--- config.mk ---
export PLATFORM = sky130hd
export DESIGN_NAME = id_ex_stage
export DESIGN_NICKNAME = d
export VERILOG_FILES = /design/src/rtl/id_ex_stage.sv
export SDC_FILE = /design/constraint.sdc
export NUM_CORES = 1
export LEC_CHECK = 0
export ABC_AREA = 1
export BUFFER_PORTS_ARGS = -buffer_cell sky130_fd_sc_hd__buf_2
export CAP_MARGIN = 10
export CORE_AREA = 2 2 134 136
export DETAILED_ROUTE_END_ITERATION = 12
export DIE_AREA = 0 0 136 138
export MAX_ROUTING_LAYER = met4
export PLACE_DENSITY_LB_ADDON = 0.1
export RECOVER_POWER = 25
export SYNTH_ARGS = -nofsm -noshare
export SYNTH_HDL_FRONTEND = slang
export SYNTH_SLANG_ARGS = --single-unit
--- constraint.sdc ---
create_clock -name clk -period 9.3 [get_ports clk]
set_input_delay 0.93 -clock clk [delete_from_list [all_inputs] [get_ports clk]]
set_output_delay 0.93 -clock clk [all_outputs]
set_load 0.1 [all_outputs]
--- src/rtl/id_ex_stage.sv ---
// ID/EX pipeline register with load-use hazard detection and a saturating bubble counter.
// Bubbles (flush or load-use stall) zero every EX field; invalid ID words pass through as-is.
module id_ex_stage #(
    parameter int unsigned BCNT_W = 16
) (
    input  logic              clk,
    input  logic              rst,

    input  logic              id_valid,
    input  logic [31:0]       id_pc,
    input  logic [31:0]       id_rs1_data,
    input  logic [31:0]       id_rs2_data,
    input  logic [31:0]       id_imm,
    input  logic [4:0]        id_rs1,
    input  logic [4:0]        id_rs2,
    input  logic [4:0]        id_rd,
    input  logic              id_rs1_used,
    input  logic              id_rs2_used,
    input  logic              id_RegWrite,
    input  logic              id_MemWrite,
    input  logic              id_ALUSrc,
    input  logic [4:0]        id_ALUOp,
    input  logic [2:0]        id_NPCOp,
    input  logic [2:0]        id_DMType,
    input  logic [1:0]        id_WDSel,
    input  logic              flush,

    output logic              ex_valid,
    output logic [31:0]       ex_pc,
    output logic [31:0]       ex_rs1_data,
    output logic [31:0]       ex_rs2_data,
    output logic [31:0]       ex_imm,
    output logic [4:0]        ex_rs1,
    output logic [4:0]        ex_rs2,
    output logic [4:0]        ex_rd,
    output logic              ex_RegWrite,
    output logic              ex_MemWrite,
    output logic              ex_ALUSrc,
    output logic [4:0]        ex_ALUOp,
    output logic [2:0]        ex_NPCOp,
    output logic [2:0]        ex_DMType,
    output logic [1:0]        ex_WDSel,

    output logic              hazard_stall,
    output logic [BCNT_W-1:0] bubble_cnt
);

    localparam logic [1:0] WdselMem = 2'b01;

    typedef struct packed {
        logic        valid;
        logic [31:0] pc;
        logic [31:0] rs1_data;
        logic [31:0] rs2_data;
        logic [31:0] imm;
        logic [4:0]  rs1;
        logic [4:0]  rs2;
        logic [4:0]  rd;
        logic        reg_write;
        logic        mem_write;
        logic        alu_src;
        logic [4:0]  alu_op;
        logic [2:0]  npc_op;
        logic [2:0]  dm_type;
        logic [1:0]  wd_sel;
    } ex_word_t;

    ex_word_t    id_word;
    ex_word_t    ex_d, ex_q;
    logic [BCNT_W-1:0] bubble_cnt_d, bubble_cnt_q;

    logic load_in_ex;
    logic rs1_dep;
    logic rs2_dep;
    logic hazard;
    logic insert_bubble;

    always_comb begin
        id_word           = '0;
        id_word.valid     = id_valid;
        id_word.pc        = id_pc;
        id_word.rs1_data  = id_rs1_data;
        id_word.rs2_data  = id_rs2_data;
        id_word.imm       = id_imm;
        id_word.rs1       = id_rs1;
        id_word.rs2       = id_rs2;
        id_word.rd        = id_rd;
        id_word.reg_write = id_RegWrite;
        id_word.mem_write = id_MemWrite;
        id_word.alu_src   = id_ALUSrc;
        id_word.alu_op    = id_ALUOp;
        id_word.npc_op    = id_NPCOp;
        id_word.dm_type   = id_DMType;
        id_word.wd_sel    = id_WDSel;
    end

    // Only a load in EX can't forward in time; x0 is never a real dependency.
    always_comb begin
        load_in_ex    = ex_q.valid && (ex_q.wd_sel == WdselMem) && (ex_q.rd != 5'd0);
        rs1_dep       = id_rs1_used && (id_rs1 == ex_q.rd);
        rs2_dep       = id_rs2_used && (id_rs2 == ex_q.rd);
        hazard        = load_in_ex && id_valid && (rs1_dep || rs2_dep);
        insert_bubble = flush || hazard;
        // A flush kills the ID instruction, so there is nothing left to hold upstream.
        hazard_stall  = hazard && !flush;
    end

    always_comb begin
        ex_d         = insert_bubble ? '0 : id_word;
        bubble_cnt_d = bubble_cnt_q;
        if (insert_bubble && (bubble_cnt_q != {BCNT_W{1'b1}})) begin
            bubble_cnt_d = bubble_cnt_q + 1'b1;
        end
    end

    always_ff @(posedge clk or posedge rst) begin
        if (rst) begin
            ex_q         <= '0;
            bubble_cnt_q <= '0;
        end else begin
            ex_q         <= ex_d;
            bubble_cnt_q <= bubble_cnt_d;
        end
    end

    always_comb begin
        ex_valid    = ex_q.valid;
        ex_pc       = ex_q.pc;
        ex_rs1_data = ex_q.rs1_data;
        ex_rs2_data = ex_q.rs2_data;
        ex_imm      = ex_q.imm;
        ex_rs1      = ex_q.rs1;
        ex_rs2      = ex_q.rs2;
        ex_rd       = ex_q.rd;
        ex_RegWrite = ex_q.reg_write;
        ex_MemWrite = ex_q.mem_write;
        ex_ALUSrc   = ex_q.alu_src;
        ex_ALUOp    = ex_q.alu_op;
        ex_NPCOp    = ex_q.npc_op;
        ex_DMType   = ex_q.dm_type;
        ex_WDSel    = ex_q.wd_sel;
        bubble_cnt  = bubble_cnt_q;
    end

endmodule

### Word level (Yosys, flattened, before mapping)

Index checks and enable logic that the tools add are counted.
Widths: inputs -> output; s select.

| operators by class | value |
|---|---|
| equality and inequality tests | 4 |
| reduce and logical (&&, ||, !) cells | 12 |
| add/sub/neg operators | 1 |
| muxes and demuxes | 1 |

Operators by type and width:

| cell | number |
|---|---|
| $mux 160 | 1 |
| $add 16x1->16 const B | 1 |
| $ne 16x16->1 const B | 1 |
| $eq 5x5->1 | 2 |
| $logic_and 1x1->1 | 8 |
| $reduce_bool 5->1 | 1 |
| $eq 2x1->1 const B | 1 |
| $logic_or 1x1->1 | 2 |
| $logic_not 1->1 | 1 |

| word-level totals | value |
|---|---|
| logic and storage cells | 34 |
| input bits | 165 |
| flip-flop bits (word level) | 176 |

### Logic depth before layout (Yosys ltp)

| depth | value |
|---|---|
| depth after elaboration | 7 |
| gate-level depth with buffers | 12 |

### Least setup slack after synthesis

OpenSTA, ideal clock, no wires.

| timing | value |
|---|---|
| path kind | register -> output |
| start point | register ex_q (netlist bit ex_rd[4]) |
| end point | output port hazard_stall |
| buffers on the path | 0 |
| data arrival time | 2685 ps |
| stages on the path, launching flop included | 9 |
| path slack | 5685 ps |
| cell sequence | dfrtp_1 > inv_2 > nand2_1 > nand2_1 > nor2_1 > nand3_1 > nand2_1 > nand2_1 > nor2_1 |

| on the way | value |
|---|---|
| cells in the longest elaborated chain, start to end | 5 |

Ends and longest elaborated chain:

| element | RTL line | text |
|---|---|---|
| start: declaration | 69 | `ex_word_t ex_d, ex_q;` |
| start signal: assignment | 118 | `ex_q <= '0;` |
| start signal: assignment | 121 | `ex_q <= ex_d;` |
| $eq 5x5->1 (tied with other cells) | 100 | `rs1_dep = id_rs1_used && (id_rs1 == ex_q.rd);` |
| $logic_and 1x1->1, on equally long branches | 100, 101, 99 |  |
| $logic_or 1x1->1 / $logic_and 1x1->1 (equally long branches) | 102 | `hazard = load_in_ex && id_valid && (rs1_dep \|\| rs2_dep);` |
| $logic_and 1x1->1 (*) | 102 |  |
| $logic_and 1x1->1 (*) | 105 | `hazard_stall = hazard && !flush;` |
| end: declaration | 44 | `output logic hazard_stall,` |

Mark *: on every way between the ends. The rest lies on a longest branch, timed or not.

==> metrics.txt <==
worst hold stages 2; largest net degree at the start of global routing 108; DRC 0; Setup crit end kind async pin; Synth Area in Adders 0.191%; P_int 1.30 mW; worst skew pair latency 0.43 ns; setup_tns 0 ns; vias in the first global route 4998; Fin. Hold Viols 0; type of the tightest min-delay check register to register; Final setup viols 0; Syn Inst Count 686; routed len/inst 14.1 um; largest family of logic cells by synthesized area simple AND/OR/NAND/NOR gates; hold_buf cts 0; antenna violations before repair 3; pwr/cell area 229 mW/mm^2; total iterations of the first detailed-routing run 6; Root Driver clkbuf_16; Hold WS 0.518 ns; Setup Fix Bufs, Post-CTS 0; sw power 766 uW; critical path class input pin to async pin; status finished, violations left; CP Max Fanout 107; fin. max-slew vios 187; Post-DP HPWL 12.9 mm; WL final 17.9 mm; gr usage total 19.8%; Synth Warn # 0; synth unique cells 22; clk slew on worst S/H paths 0.07 ns; die width 136 um; metal2 WL 9.53 mm; CTS Buf Count 17; H-tree depth 4; synthesized area 0.00656 mm^2; Seq cells post-synth 176; Synth Area in Simple Gates 18.4%; Initial DRC Count 255; Nets 1193; Initial Utilization 37.4%; mux share of post-synthesis cell area 0%; Post-Syn Nets 852; synthesized area per cell 9.56 um^2; Slew HR -211%; fin crit period 4.34 ns; commonest non-fill, non-tap cell in the layout buf_2; Metal-1 WL 6.78 mm; post-synthesis xor/xnor area fraction 1.60%; Routability Congestion 0.855; share of layout cells above drive strength 1 37.1%; CTS Sinks 176; Layout Area Growth over Synthesis 37.5%; Crit path required time 9.72 ns; Longest Clk Path Bufs 2; Max Fclk 0.230 GHz; highest metal used met4; via/cell ratio 4.07; violations in the final reports capacitance limit, slew limit; Slew @ Worst Pin 4.64 ns; CP Launch Type input pin; core box area 0.0175 mm^2; Post-CTS Resized 0; FF-to-FF path depth 10; Die Y 138 um; CTS tree built; Seq/Total Area, Yosys 67.1%; number of fill cells 1723; I/O pin cnt 342; most frequent cells in the layout buf_2, nor2_1, dfrtp_1; ANT nets after route 0; WL met3 1.17 mm; Die ar. 0.0188 mm^2; Switching Share 37.0%; max-cap violations 2; first-pass GRT wire length 27.2 mm; sequential power share 40.5%; via count 5175; RSZ-0062 raised after global routing false; GRT overflow 0; Clk network pwr share 34.7%; clock skew 0.0128 ns; row count 49; Compound-Gate Fraction of Synth Area 0.0763%; Critical Path AT 4.76 ns; final worst path period share 46.7%; Comb pwr share 24.8%; Pleak 5.68 nW; PortBufs 341; maximum VDD drop 0.126 mV
==> state kept, by name (all words and copies together) (netlist names) <==
register / flops
ex_RegWrite: 1
ex_rs1_data: 32
bubble_cnt: 16
ex_rs2: 5
ex_valid: 1
ex_rd: 5
ex_ALUSrc: 1
ex_ALUOp: 5
ex_DMType: 3
ex_rs2_data: 32
ex_pc: 32
ex_NPCOp: 3
ex_rs1: 5
ex_MemWrite: 1
ex_imm: 32
ex_WDSel: 2
==> critical path: stages <==
cell and delay, ns:
buf_2 0.10, clkinvlp_2 2.56, buf_4 1.04
==> area by class of cell <==
type / count / area [um^2] / share of cell area (%)
inverter: 180 / 677 / 7.51
clock buffer: 19 / 443 / 4.91
multi-input combinational: 309 / 1330 / 14.7
timing repair buffer: 343 / 1720 / 19.1
clock inverter: 13 / 150 / 1.67
tap: 229 / 287 / 3.18
antenna: 3 / 7.51 / 0.0833
sequential: 176 / 4400 / 48.8
==> cells by family (layout without fill, tap and decap cells) <==
logic type / count (synthesis) / count (layout)
DFF: 176 / 176
xor gates and xnor gates: 12 / 12
buffers and inverters: 201 / 555
and+or+nand+nor: 295 / 295
adders and majority gates: 1 / 1
AOI/OAI and AO/OA: 1 / 1
other: 0 / 3
==> synth_stat cells, drive strengths merged <==
library cell  number  area [um^2]
buf               21          149
dfrtp            176         4400
ha                 1         12.5
inv              180          676
nand2             80          305
nand3             27          140
nand4              3         33.8
nor2             179          682
nor3               4         31.3
nor3b              2         15.0
o21ai              1         5.00
xnor2              4         35.0
xor2               8         70.1
==> routing by layer <==
layer  vias to the layer above  track usage, %
met3                        25            5.35
met4                         0            8.39
met5                         -               -
met1                      2367            21.1
li1                       2609               -
met2                       174            34.1
==> worst paths after layout <==
kind | startpoint | endpoint | slack (ns)
max | rst | ex_rd[3] | 4.96
min | bubble_cnt[15] | bubble_cnt[15] | 0.52
max reg2reg | ex_rd[3] | ex_imm[6] | 5.09
min reg2reg | bubble_cnt[15] | bubble_cnt[15] | 0.52
max in group clk | id_rs1[4] | ex_imm[6] | 4.96
min in group asynchronous | rst | ex_imm[5] | 1.91
==> power by group through the flow <==
stage / clock (mW) / sequential [mW] / combinational [mW]
5_1_grt: 0.771 / 0.844 / 0.540
4_1_cts: 0.740 / 0.837 / 0.518
3_3_place_gp: 0 / 0.852 / 0.517
3_5_place_dp: 0 / 0.851 / 0.518
2_1_floorplan: 0 / 1.18 / 0.0795
6_report: 0.717 / 0.838 / 0.514
==> through the flow <==
stage | instances | worst slack, ns | area [um^2] | power (mW) | util (%)
finish | 1272 | 4.96 | 9020 | 2.07 | 51.4
global route | 1272 | 4.14 | 9020 | 2.15 | 51.4
CTS | 1269 | 6.21 | 9030 | 2.10 | 51.5
detailed placement | 1237 | 6.03 | 8440 | 1.37 | 48.1
global placement | 1237 | 6.03 | 8440 | 1.37 | 48.1
floorplan | 686 | 3.60 | 6560 | 1.26 | -
(Power assumes the default switching activity.)
